`config.mk`:
```
export PLATFORM = sky130hd
export DESIGN_NAME = sccb_config_sequencer
export DESIGN_NICKNAME = d
export VERILOG_FILES = /design/src/rtl/sccb_config_sequencer.sv
export SDC_FILE = /design/constraint.sdc
export NUM_CORES = 1
export LEC_CHECK = 0
export CORE_MARGIN = 2
export CORE_UTILIZATION = 52
export CTS_CLUSTER_SIZE = 40
export DETAILED_ROUTE_END_ITERATION = 6
export PLACE_DENSITY = 0.86
export SYNTH_ARGS = -nofsm -noshare
export SYNTH_HDL_FRONTEND = slang
export SYNTH_SLANG_ARGS = --single-unit
```
`constraint.sdc`:
```
create_clock -name CLOCK -period 2 [get_ports CLOCK]
set_input_delay 0.5 -clock CLOCK [delete_from_list [all_inputs] [get_ports CLOCK]]
set_output_delay 0.5 -clock CLOCK [all_outputs]
set_load 0.005 [all_outputs]
```
`src/rtl/sccb_config_sequencer.sv`:
```
// OV7670 boot sequencer: replays a {register, value} table over a 3-phase SCCB
// write bus after power-up, then flags DONE so capture can be enabled.
module sccb_config_sequencer #(
    parameter int         CLK_DIV     = 125,
    parameter int         NUM_REGS    = 32,
    parameter logic [7:0] DEV_ADDR    = 8'h42,
    parameter int         PWRUP_TICKS = 4000,
    parameter int         GAP_TICKS   = 8,
    localparam int        AW          = (NUM_REGS > 1) ? $clog2(NUM_REGS) : 1
) (
    input  logic          CLOCK,
    input  logic          RESET,
    input  logic          START,
    output logic [AW-1:0] ROM_ADDR,
    input  logic [15:0]   ROM_DATA,
    output logic          SIOC,
    output logic          SIOD_OUT,
    output logic          SIOD_OE,
    output logic          BUSY,
    output logic          DONE,
    output logic [5:0]    TX_COUNT
);

    // The index needs one value beyond the table so it can saturate at NUM_REGS.
    localparam int IW      = $clog2(NUM_REGS + 1);
    localparam int DW      = (CLK_DIV > 1) ? $clog2(CLK_DIV) : 1;
    localparam int CNT_MAX = (PWRUP_TICKS > GAP_TICKS) ? PWRUP_TICKS : GAP_TICKS;
    localparam int CW      = $clog2(CNT_MAX + 4);

    typedef enum logic [2:0] {
        S_PWRUP,
        S_IDLE,
        S_LOAD,
        S_STRT,
        S_BITS,
        S_STOP,
        S_GAP,
        S_FIN
    } state_t;

    state_t        state_q, state_d;
    logic [DW-1:0] div_q, div_d;
    logic [CW-1:0] cnt_q, cnt_d;
    logic [4:0]    bit_q, bit_d;
    logic [1:0]    ph_q, ph_d;
    logic [26:0]   shift_q, shift_d;
    logic [IW-1:0] idx_q, idx_d;
    logic [5:0]    tx_q, tx_d;
    logic          sioc_q, sioc_d;
    logic          sdo_q, sdo_d;
    logic          oe_q, oe_d;
    logic          busy_q, busy_d;
    logic          done_q, done_d;
    logic          pend_q, pend_d;
    logic          tick_s;
    logic          ack_s;

    // Free-running quarter-bit divider.
    always_comb begin
        tick_s = (div_q == DW'(CLK_DIV - 1));
        if (tick_s) begin
            div_d = {DW{1'b0}};
        end else begin
            div_d = div_q + DW'(1);
        end
    end

    // START is only honoured while idle; it is held until the idle state consumes it.
    always_comb begin
        pend_d = pend_q;
        if (tick_s && (state_q == S_IDLE)) begin
            pend_d = 1'b0;
        end else if (START && !busy_q) begin
            pend_d = 1'b1;
        end else begin
            pend_d = pend_q;
        end
    end

    assign ack_s = (bit_q == 5'd8) || (bit_q == 5'd17) || (bit_q == 5'd26);

    // Sequencer: next state and next bus/status values, evaluated on ticks only.
    always_comb begin
        state_d = state_q;
        cnt_d   = cnt_q;
        bit_d   = bit_q;
        ph_d    = ph_q;
        shift_d = shift_q;
        idx_d   = idx_q;
        tx_d    = tx_q;
        sioc_d  = sioc_q;
        sdo_d   = sdo_q;
        oe_d    = oe_q;
        busy_d  = busy_q;
        done_d  = done_q;
        if (tick_s) begin
            case (state_q)
                S_PWRUP: begin
                    busy_d = 1'b1;
                    if (cnt_q == CW'(PWRUP_TICKS - 1)) begin
                        cnt_d   = {CW{1'b0}};
                        state_d = S_LOAD;
                    end else begin
                        cnt_d = cnt_q + CW'(1);
                    end
                end
                S_IDLE: begin
                    if (pend_q || START) begin
                        done_d  = 1'b0;
                        tx_d    = 6'd0;
                        idx_d   = {IW{1'b0}};
                        busy_d  = 1'b1;
                        state_d = S_LOAD;
                    end else begin
                        busy_d = 1'b0;
                    end
                end
                // The start condition is launched on the same tick the entry is latched.
                S_LOAD: begin
                    if ((ROM_DATA == 16'hFFFF) || (idx_q == IW'(NUM_REGS))) begin
                        done_d  = 1'b1;
                        busy_d  = 1'b0;
                        state_d = S_FIN;
                    end else begin
                        shift_d = {DEV_ADDR, 1'b1, ROM_DATA[15:8], 1'b1, ROM_DATA[7:0], 1'b1};
                        oe_d    = 1'b1;
                        sdo_d   = 1'b0;
                        sioc_d  = 1'b1;
                        state_d = S_STRT;
                    end
                end
                S_STRT: begin
                    sioc_d  = 1'b0;
                    bit_d   = 5'd0;
                    ph_d    = 2'd0;
                    state_d = S_BITS;
                end
                S_BITS: begin
                    ph_d = ph_q + 2'd1;
                    case (ph_q)
                        2'd0: begin
                            sdo_d  = shift_q[26];
                            oe_d   = !ack_s;
                            sioc_d = 1'b0;
                        end
                        2'd1: begin
                            sioc_d = 1'b0;
                        end
                        2'd2: begin
                            sioc_d = 1'b1;
                        end
                        2'd3: begin
                            sioc_d  = 1'b1;
                            shift_d = {shift_q[25:0], 1'b1};
                            if (bit_q == 5'd26) begin
                                cnt_d   = {CW{1'b0}};
                                state_d = S_STOP;
                            end else begin
                                bit_d = bit_q + 5'd1;
                            end
                        end
                        default: begin
                            sioc_d = 1'b1;
                        end
                    endcase
                end
                S_STOP: begin
                    if (cnt_q == CW'(0)) begin
                        oe_d   = 1'b1;
                        sdo_d  = 1'b0;
                        sioc_d = 1'b0;
                        cnt_d  = cnt_q + CW'(1);
                    end else if (cnt_q == CW'(1)) begin
                        sioc_d = 1'b1;
                        cnt_d  = cnt_q + CW'(1);
                    end else begin
                        sdo_d   = 1'b1;
                        oe_d    = 1'b0;
                        cnt_d   = {CW{1'b0}};
                        tx_d    = (tx_q == 6'd63) ? tx_q : tx_q + 6'd1;
                        idx_d   = (idx_q == IW'(NUM_REGS)) ? idx_q : idx_q + IW'(1);
                        state_d = S_GAP;
                    end
                end
                S_GAP: begin
                    if (cnt_q == CW'(GAP_TICKS - 1)) begin
                        cnt_d   = {CW{1'b0}};
                        state_d = S_LOAD;
                    end else begin
                        cnt_d = cnt_q + CW'(1);
                    end
                end
                S_FIN: begin
                    busy_d  = 1'b0;
                    state_d = S_IDLE;
                end
                default: begin
                    sioc_d  = 1'b1;
                    sdo_d   = 1'b1;
                    oe_d    = 1'b0;
                    busy_d  = 1'b0;
                    state_d = S_IDLE;
                end
            endcase
        end else begin
            state_d = state_q;
        end
    end

    // State and output registers; reset forces the bus idle-high at once.
    always_ff @(posedge CLOCK or negedge RESET) begin
        if (!RESET) begin
            state_q <= S_PWRUP;
            div_q   <= {DW{1'b0}};
            cnt_q   <= {CW{1'b0}};
            bit_q   <= 5'd0;
            ph_q    <= 2'd0;
            shift_q <= {27{1'b1}};
            idx_q   <= {IW{1'b0}};
            tx_q    <= 6'd0;
            sioc_q  <= 1'b1;
            sdo_q   <= 1'b1;
            oe_q    <= 1'b0;
            busy_q  <= 1'b0;
            done_q  <= 1'b0;
            pend_q  <= 1'b0;
        end else begin
            state_q <= state_d;
            div_q   <= div_d;
            cnt_q   <= cnt_d;
            bit_q   <= bit_d;
            ph_q    <= ph_d;
            shift_q <= shift_d;
            idx_q   <= idx_d;
            tx_q    <= tx_d;
            sioc_q  <= sioc_d;
            sdo_q   <= sdo_d;
            oe_q    <= oe_d;
            busy_q  <= busy_d;
            done_q  <= done_d;
            pend_q  <= pend_d;
        end
    end

    assign ROM_ADDR = idx_q[AW-1:0];
    assign SIOC     = sioc_q;
    assign SIOD_OUT = sdo_q;
    assign SIOD_OE  = oe_q;
    assign BUSY     = busy_q;
    assign DONE     = done_q;
    assign TX_COUNT = tx_q;

endmodule

```
==> results of run 1 <==
==> flip-flops by register name, summed over array words and instances, names as in the netlist <==
name	flops
pend_q	1
BUSY	1
SIOC	1
TX_COUNT	6
ph_q	2
DONE	1
idx_q	6
shift_q	26
SIOD_OUT	1
SIOD_OE	1
bit_q	5
cnt_q	12
div_q	7
state_q	3
==> layout make-up <==
class / instances / area [um^2]
Fill cell: 515 / 2170
Sequential cell: 73 / 1860
Tap cell: 102 / 128
Inverter: 20 / 75.1
Clock inverter: 7 / 60.1
Timing Repair Buffer: 105 / 935
Multi-Input combinational cell: 335 / 2260
Clock buffer: 9 / 124
==> placed cells by master (no fill, tap or decap), types with 6 or more instances in the layout <==
cell type	netlist	final
nand2_1	67	65
a21oi_1	16	13
clkbuf_8	0	9
a22o_1	12	12
ha_1	15	10
dfstp_2	28	28
buf_4	7	63
o21ai_0	22	20
nand3_1	22	19
o21ai_2	0	6
and3_1	6	6
a31oi_1	19	17
inv_1	18	15
nor3_1	15	10
dfrtp_1	45	45
nor2_1	49	47
dlymetal6s2s_1	0	6
nand4_1	12	12
clkdlybuf4s50_1	0	27
xor2_1	7	7
==> report_power, final <==
part	switching (uW)	internal, uW	total [uW]
logic	47.5	43.4	90.9
registers	4.16	1480	1490
clock network	653	474	1130
total	704	2000	2700
==> layer usage <==
metal,global-route usage [%],up-vias,part of all wire [%]
met5,0,-,0
met4,10.7,0,2.9
li1,-,1786,-
met3,5.51,40,6.5
met1,29.7,1925,41
met2,39.6,181,50
==> worst paths after layout <==
| path | endpoint | slack [ps] | depth (start not counted) |
|---|---|---|---|
| max | idx_q[4] | -160 | 7 |
| min reg2reg | shift_q[17] | 490 | 2 |
| max in group asynchronous | shift_q[12] | 1510 | 2 |
| min | TX_COUNT[3] | 130 | 2 |
| min in group CLOCK | shift_q[12] | 400 | 3 |
| max reg2reg | idx_q[4] | -160 | 7 |
==> kinds of logic (layout without fill, tap and decap cells) <==
kind of cell,Yosys count,count (layout),synth area share (%)
AND/OR/NAND/NOR,202,202,24.0
AO/OA/AOI/OAI,102,102,16.7
flip-flops,73,73,46.4
buffers and inverters,40,141,4.46
adder cells (fa/ha/maj),15,15,4.68
XOR/XNOR,11,11,2.40
multiplexers,5,5,1.37
==> timing repair <==
action                                  4_1_cts  5_1_grt
resized for setup                            20       52
gates cloned                                  0        0
buffers inserted                              6       11
pin swaps                                    14       21
endpoints found under the setup margin       21       25
==> metrics by stage <==
stage | cells | util (%) | hold WS [ps]
6_report | 651 | 71.5 | 127
5_1_grt | 651 | 71.5 | 167
4_1_cts | 640 | 67.5 | 167
3_5_place_dp | 618 | 63.3 | 468
3_3_place_gp | 618 | 63.3 | 470
2_1_floorplan | 448 | - | 204
==> results.yml, run 1 <==
floorplanning:
  dieArea_um2: 8430
  rows: 32
  die_width_um: 91.8
  ioPinCount: 35
  initial_utilization_pct: 52.7
  coreArea_um2: 7610
  die_y_um: 91.8
sta:
  setup_ws_ps: -160
  fin_crit_ps: 2160
  rsz0062_at_grt: "yes"
  hold_viol: 0
  finalSetupTns_ps: -1160
  max_freq_mhz: 463
  maxSlewViolCount: 0
  slew_headroom_pct: 74.0
  setup_viol: 16
  fin_skew_ps: 14.1
  finalCritPeriodShare_pct: 108
  tightestPinTransition_ps: 391
yosys:
  ys_ff_latch: 73
  synth_common_cells: "67 x nand2_1, 49 x nor2_1, 45 x dfrtp_1"
  synthCells: 448
  synth_edf_count: 0
  ys_seq_area_share_pct: 46.4
  syn_area_um2: 4010
  synth_top_area_share_pct: 28.1
  synth.most_common_cell: "nand2_1"
  async_flop_share_pct: 100
  syn_nets: 482
  ys_warn_count: 0
  yosysUniqueCellTypes: 55
  synth_flop_cell: "dfrtp_1"
  synth.area.top_cells: "dfrtp_1 28%, dfstp_2 18%, nand2_1 6.3%, ha_1 4.7%, nor2_1 4.6%"
  yosysTopAreaCell: "dfrtp_1"
  syn_area_per_cell_um2: 8.95
clocking:
  clock_path_buffers: 2
  holdBufCountCts: 0
  numCtsBuffers: 9
  root_buffer: "clkbuf_8"
  clk_latency_ps: 370
  cts_tree: "done"
  cts.sinks: 73
  path_clk_slew_ps: 90
  cts-htree-levels: 3
finish:
  drive_gt1_share_pct: 31.9
  area.growth.synth_to_final_pct: 35.7
  n_antenna_cell: 0
  final_cell_area_um2: 5440
  nets: 578
worst_setup_path:
  critPathRequiredTime_ps: 2300
  crit_fanout: 4
  end_kind: "flop"
  crit_start: "cnt_q[0]"
  crit_family: "simple AND/OR/NAND/NOR gates"
  crit_path_max_incr_delay_ps: 520
  critPathBufInv: 0
  crit_arrival_ps: 2460
  path_class: "flop to flop"
  worstSetupStartpointType: "flop"
  path_cells: "ha_2 -> o21ba_1 -> nand4_1 -> nor2_1 -> or4b_4 -> or3_4 -> a21oi_2"
  reg2reg_from: "cnt_q[0]"
  cp_slowest_cell: "or4b_4"
grt:
  grt_overflow: 0
  grt_util_all_layers_pct: 23.8
  grt_max_degree: 74
  grt_antenna_before_repair: 0
  grt_pass1_wl_mm: 16.1
  grt_pass1_vias: 3650
run_status:
  status: "complete, but fails checks"
  failed_checks: "setup timing"
hold_path:
  hold_class: "input port to async pin"
power:
  peakVddDrop_uv: 385
  p_leak_uw: 0.00234
  total_power_uw: 2700
  power_density_nw_per_um2: 497
drt:
  drt.antenna.violating_nets: 0
  drt-vias-per-instance: 6.04
  drc: 0
  wirelength_mm: 10.7
  detail_route.wl_per_cell_um: 16.5
  first_pass_iters: 5
  vias: 3932
  drt_iter0_markers: 393
job:
  cap_violations: 0
placement:
  io_buffers: 34
  dpl_cell_area_um2: 4810
  dp_slack_ps: -449
  hpwlAfterDp_mm: 6.70
  gp_congestion: 0.877
No activity file was read; power rests on OpenSTA's default activity.
==> run 2, diff against run 1 <==
Settings changed: CTS_CLUSTER_DIAMETER set to 100, GPL_ROUTABILITY_DRIVEN set to 1.
==> results of run 2 <==
Final layout, timing and power as in run 1 (identical DEF).
==> run 3, diff against run 2 <==
Settings changed: CORE_ASPECT_RATIO set to 0.75.
==> run 3 against run 2 <==
The flow still finishes with violations (setup timing). Total power is 3.3% higher. Combinational power is 0.8% higher. Worst setup slack worse by 65 ps. Register-to-register slack worse by 60 ps. Fmax is 2.9% lower. Via count is 0.74% lower. Design area is 2.3% higher.
==> results.yml, run 3 (synthesized netlist as in run 1, its figures left out) <==
worst_setup_path:
  crit_arrival_ps: 2520
  path_class: "flop to flop"
  crit_fanout: 9
  path_cells: "inv_2 -> nor2_1 -> nand2_2 -> or4b_4 -> or3_4 -> a21oi_2"
  crit_path_max_incr_delay_ps: 550
  worst-r2r-cell-count: 6
  worstSetupStartpointType: "flop"
  cp_slowest_cell: "or4b_4"
  end_kind: "flop"
  critPathRequiredTime_ps: 2300
placement:
  gp_congestion: 0.928
  dpl_cell_area_um2: 4870
  io_buffers: 34
  hpwlAfterDp_mm: 7.10
clocking:
  clock_path_buffers: 2
  cts.sinks: 73
  clk_latency_ps: 380
  cts-htree-levels: 3
  root_buffer: "clkbuf_8"
  cts_tree: "done"
  holdBufCountCts: 0
  path_clk_slew_ps: 80
  numCtsBuffers: 9
drt:
  drc: 0
  drt.antenna.violating_nets: 0
  drt-vias-per-instance: 5.90
  wirelength_mm: 11.4
  first_pass_iters: 6
  drt_iter0_markers: 403
  vias: 3903
  detail_route.wl_per_cell_um: 17.2
grt:
  grt_max_degree: 74
  grt_pass1_vias: 3635
  grt_antenna_before_repair: 0
  grt_pass1_wl_mm: 17.4
  grt_overflow: 0
  grt_util_all_layers_pct: 26.3
floorplanning:
  dieArea_um2: 8440
  die_y_um: 80.1
  coreArea_um2: 7400
  rows: 27
  ioPinCount: 35
  die_width_um: 105
  initial_utilization_pct: 54.2
finish:
  top_regs: "shift_q x26, cnt_q x12, div_q x7"
  final_common_cell: "buf_4"
  drive_gt1_share_pct: 33.9
  regMostFlops: "shift_q"
  final_cell_mix: "76 x buf_4, 65 x nand2_1, 46 x nor2_1, 45 x dfrtp_1, 28 x dfstp_2"
  n_antenna_cell: 0
  largest_reg_flops: 26
  nets: 590
  area.growth.synth_to_final_pct: 38.8
  final_cell_area_um2: 5570
sta:
  setup_viol: 15
  rsz0062_at_grt: "yes"
  fin_crit_ps: 2220
  finalSetupTns_ps: -1230
  tightestPinTransition_ps: 402
  slew_headroom_pct: 73.2
  fin_skew_ps: 11.2
  max_freq_mhz: 450
  finalCritPeriodShare_pct: 111
  maxSlewViolCount: 0
  hold_viol: 0
  setup_ws_ps: -224
power:
  peakVddDrop_uv: 468
  p_leak_uw: 0.00250
  power_density_nw_per_um2: 501
hold_path:
  hold_class: "input port to async pin"
job:
  cap_violations: 0
run_status:
  status: "complete, but fails checks"
  failed_checks: "setup timing"
[run 3: changes by cell type in the layout (fill, tap and decap cells not counted), sizes merged]
cell / before / now
clkbuf: 9 / 12
clkinv: 2 / 4
buf: 72 / 84
clkdlybuf4s50: 27 / 21
dlymetal6s2s: 6 / 12
inv: 24 / 19
[run 3: worst paths after layout]
check                       startpoint           to  slack [ps]
setup / recovery            state_q[0]     idx_q[4]        -220
hold / removal                   RESET  TX_COUNT[4]         120
setup reg to reg            state_q[0]     idx_q[4]        -220
hold reg to reg             shift_q[5]   shift_q[6]         480
max in group asynchronous        RESET   shift_q[5]        1510
min in group CLOCK         ROM_DATA[2]   shift_q[3]         390
[run 3: worst max-delay path: cells and delay by family (launching register included)]
| kind | cells | cell delay [ps] |
|---|---|---|
| AOI/OAI and AO/OA | 1 | 130 |
| buffers and inverters | 1 | 190 |
| DFF | 1 | 530 |
| and+or+nand+nor | 4 | 1290 |
[run 3: per-stage QoR]
step	setup WS, ps	cells	utilization [%]	hold WS (ps)	total power, uW
global placement	-375	626	65.8	466	1600
CTS	-144	652	71.2	152	2800
finish	-224	662	75.3	116	2790
floorplan	0.170	448	-	204	1520
detailed placement	-452	626	65.8	477	1600
global route	-306	662	75.3	171	2870
[run 3: where the power goes]
group	internal, uW	switching [uW]
clock network	608	607
logic	42.1	49.5
registers	1480	4.65
total	2130	661
[run 3: layout make-up]
| type | count | area, um^2 |
|---|---|---|
| Clock inverter | 4 | 33.8 |
| Fill cell | 457 | 1830 |
| Sequential cell | 73 | 1860 |
| Tap cell | 101 | 126 |
| Multi-Input combinational cell | 335 | 2270 |
| Timing Repair Buffer | 117 | 1030 |
| Inverter | 20 | 75.1 |
| Clock buffer | 12 | 178 |
[run 3: metal layers]
| metal | up-vias | global-route usage (%) | share of wire (%) |
|---|---|---|---|
| met5 | - | 0 | 0 |
| met4 | 0 | 9.73 | 2.4 |
| met3 | 31 | 6.98 | 6.5 |
| met2 | 181 | 41.2 | 46 |
| met1 | 1872 | 35.3 | 45 |
| li1 | 1819 | - | - |
[run 3: timing repair]
action,4_1_cts,5_1_grt
pin swaps,18,22
setup endpoints to repair,25,45
gates resized for setup,26,59
setup buffers,10,11
endpoints found under the hold margin,0,0
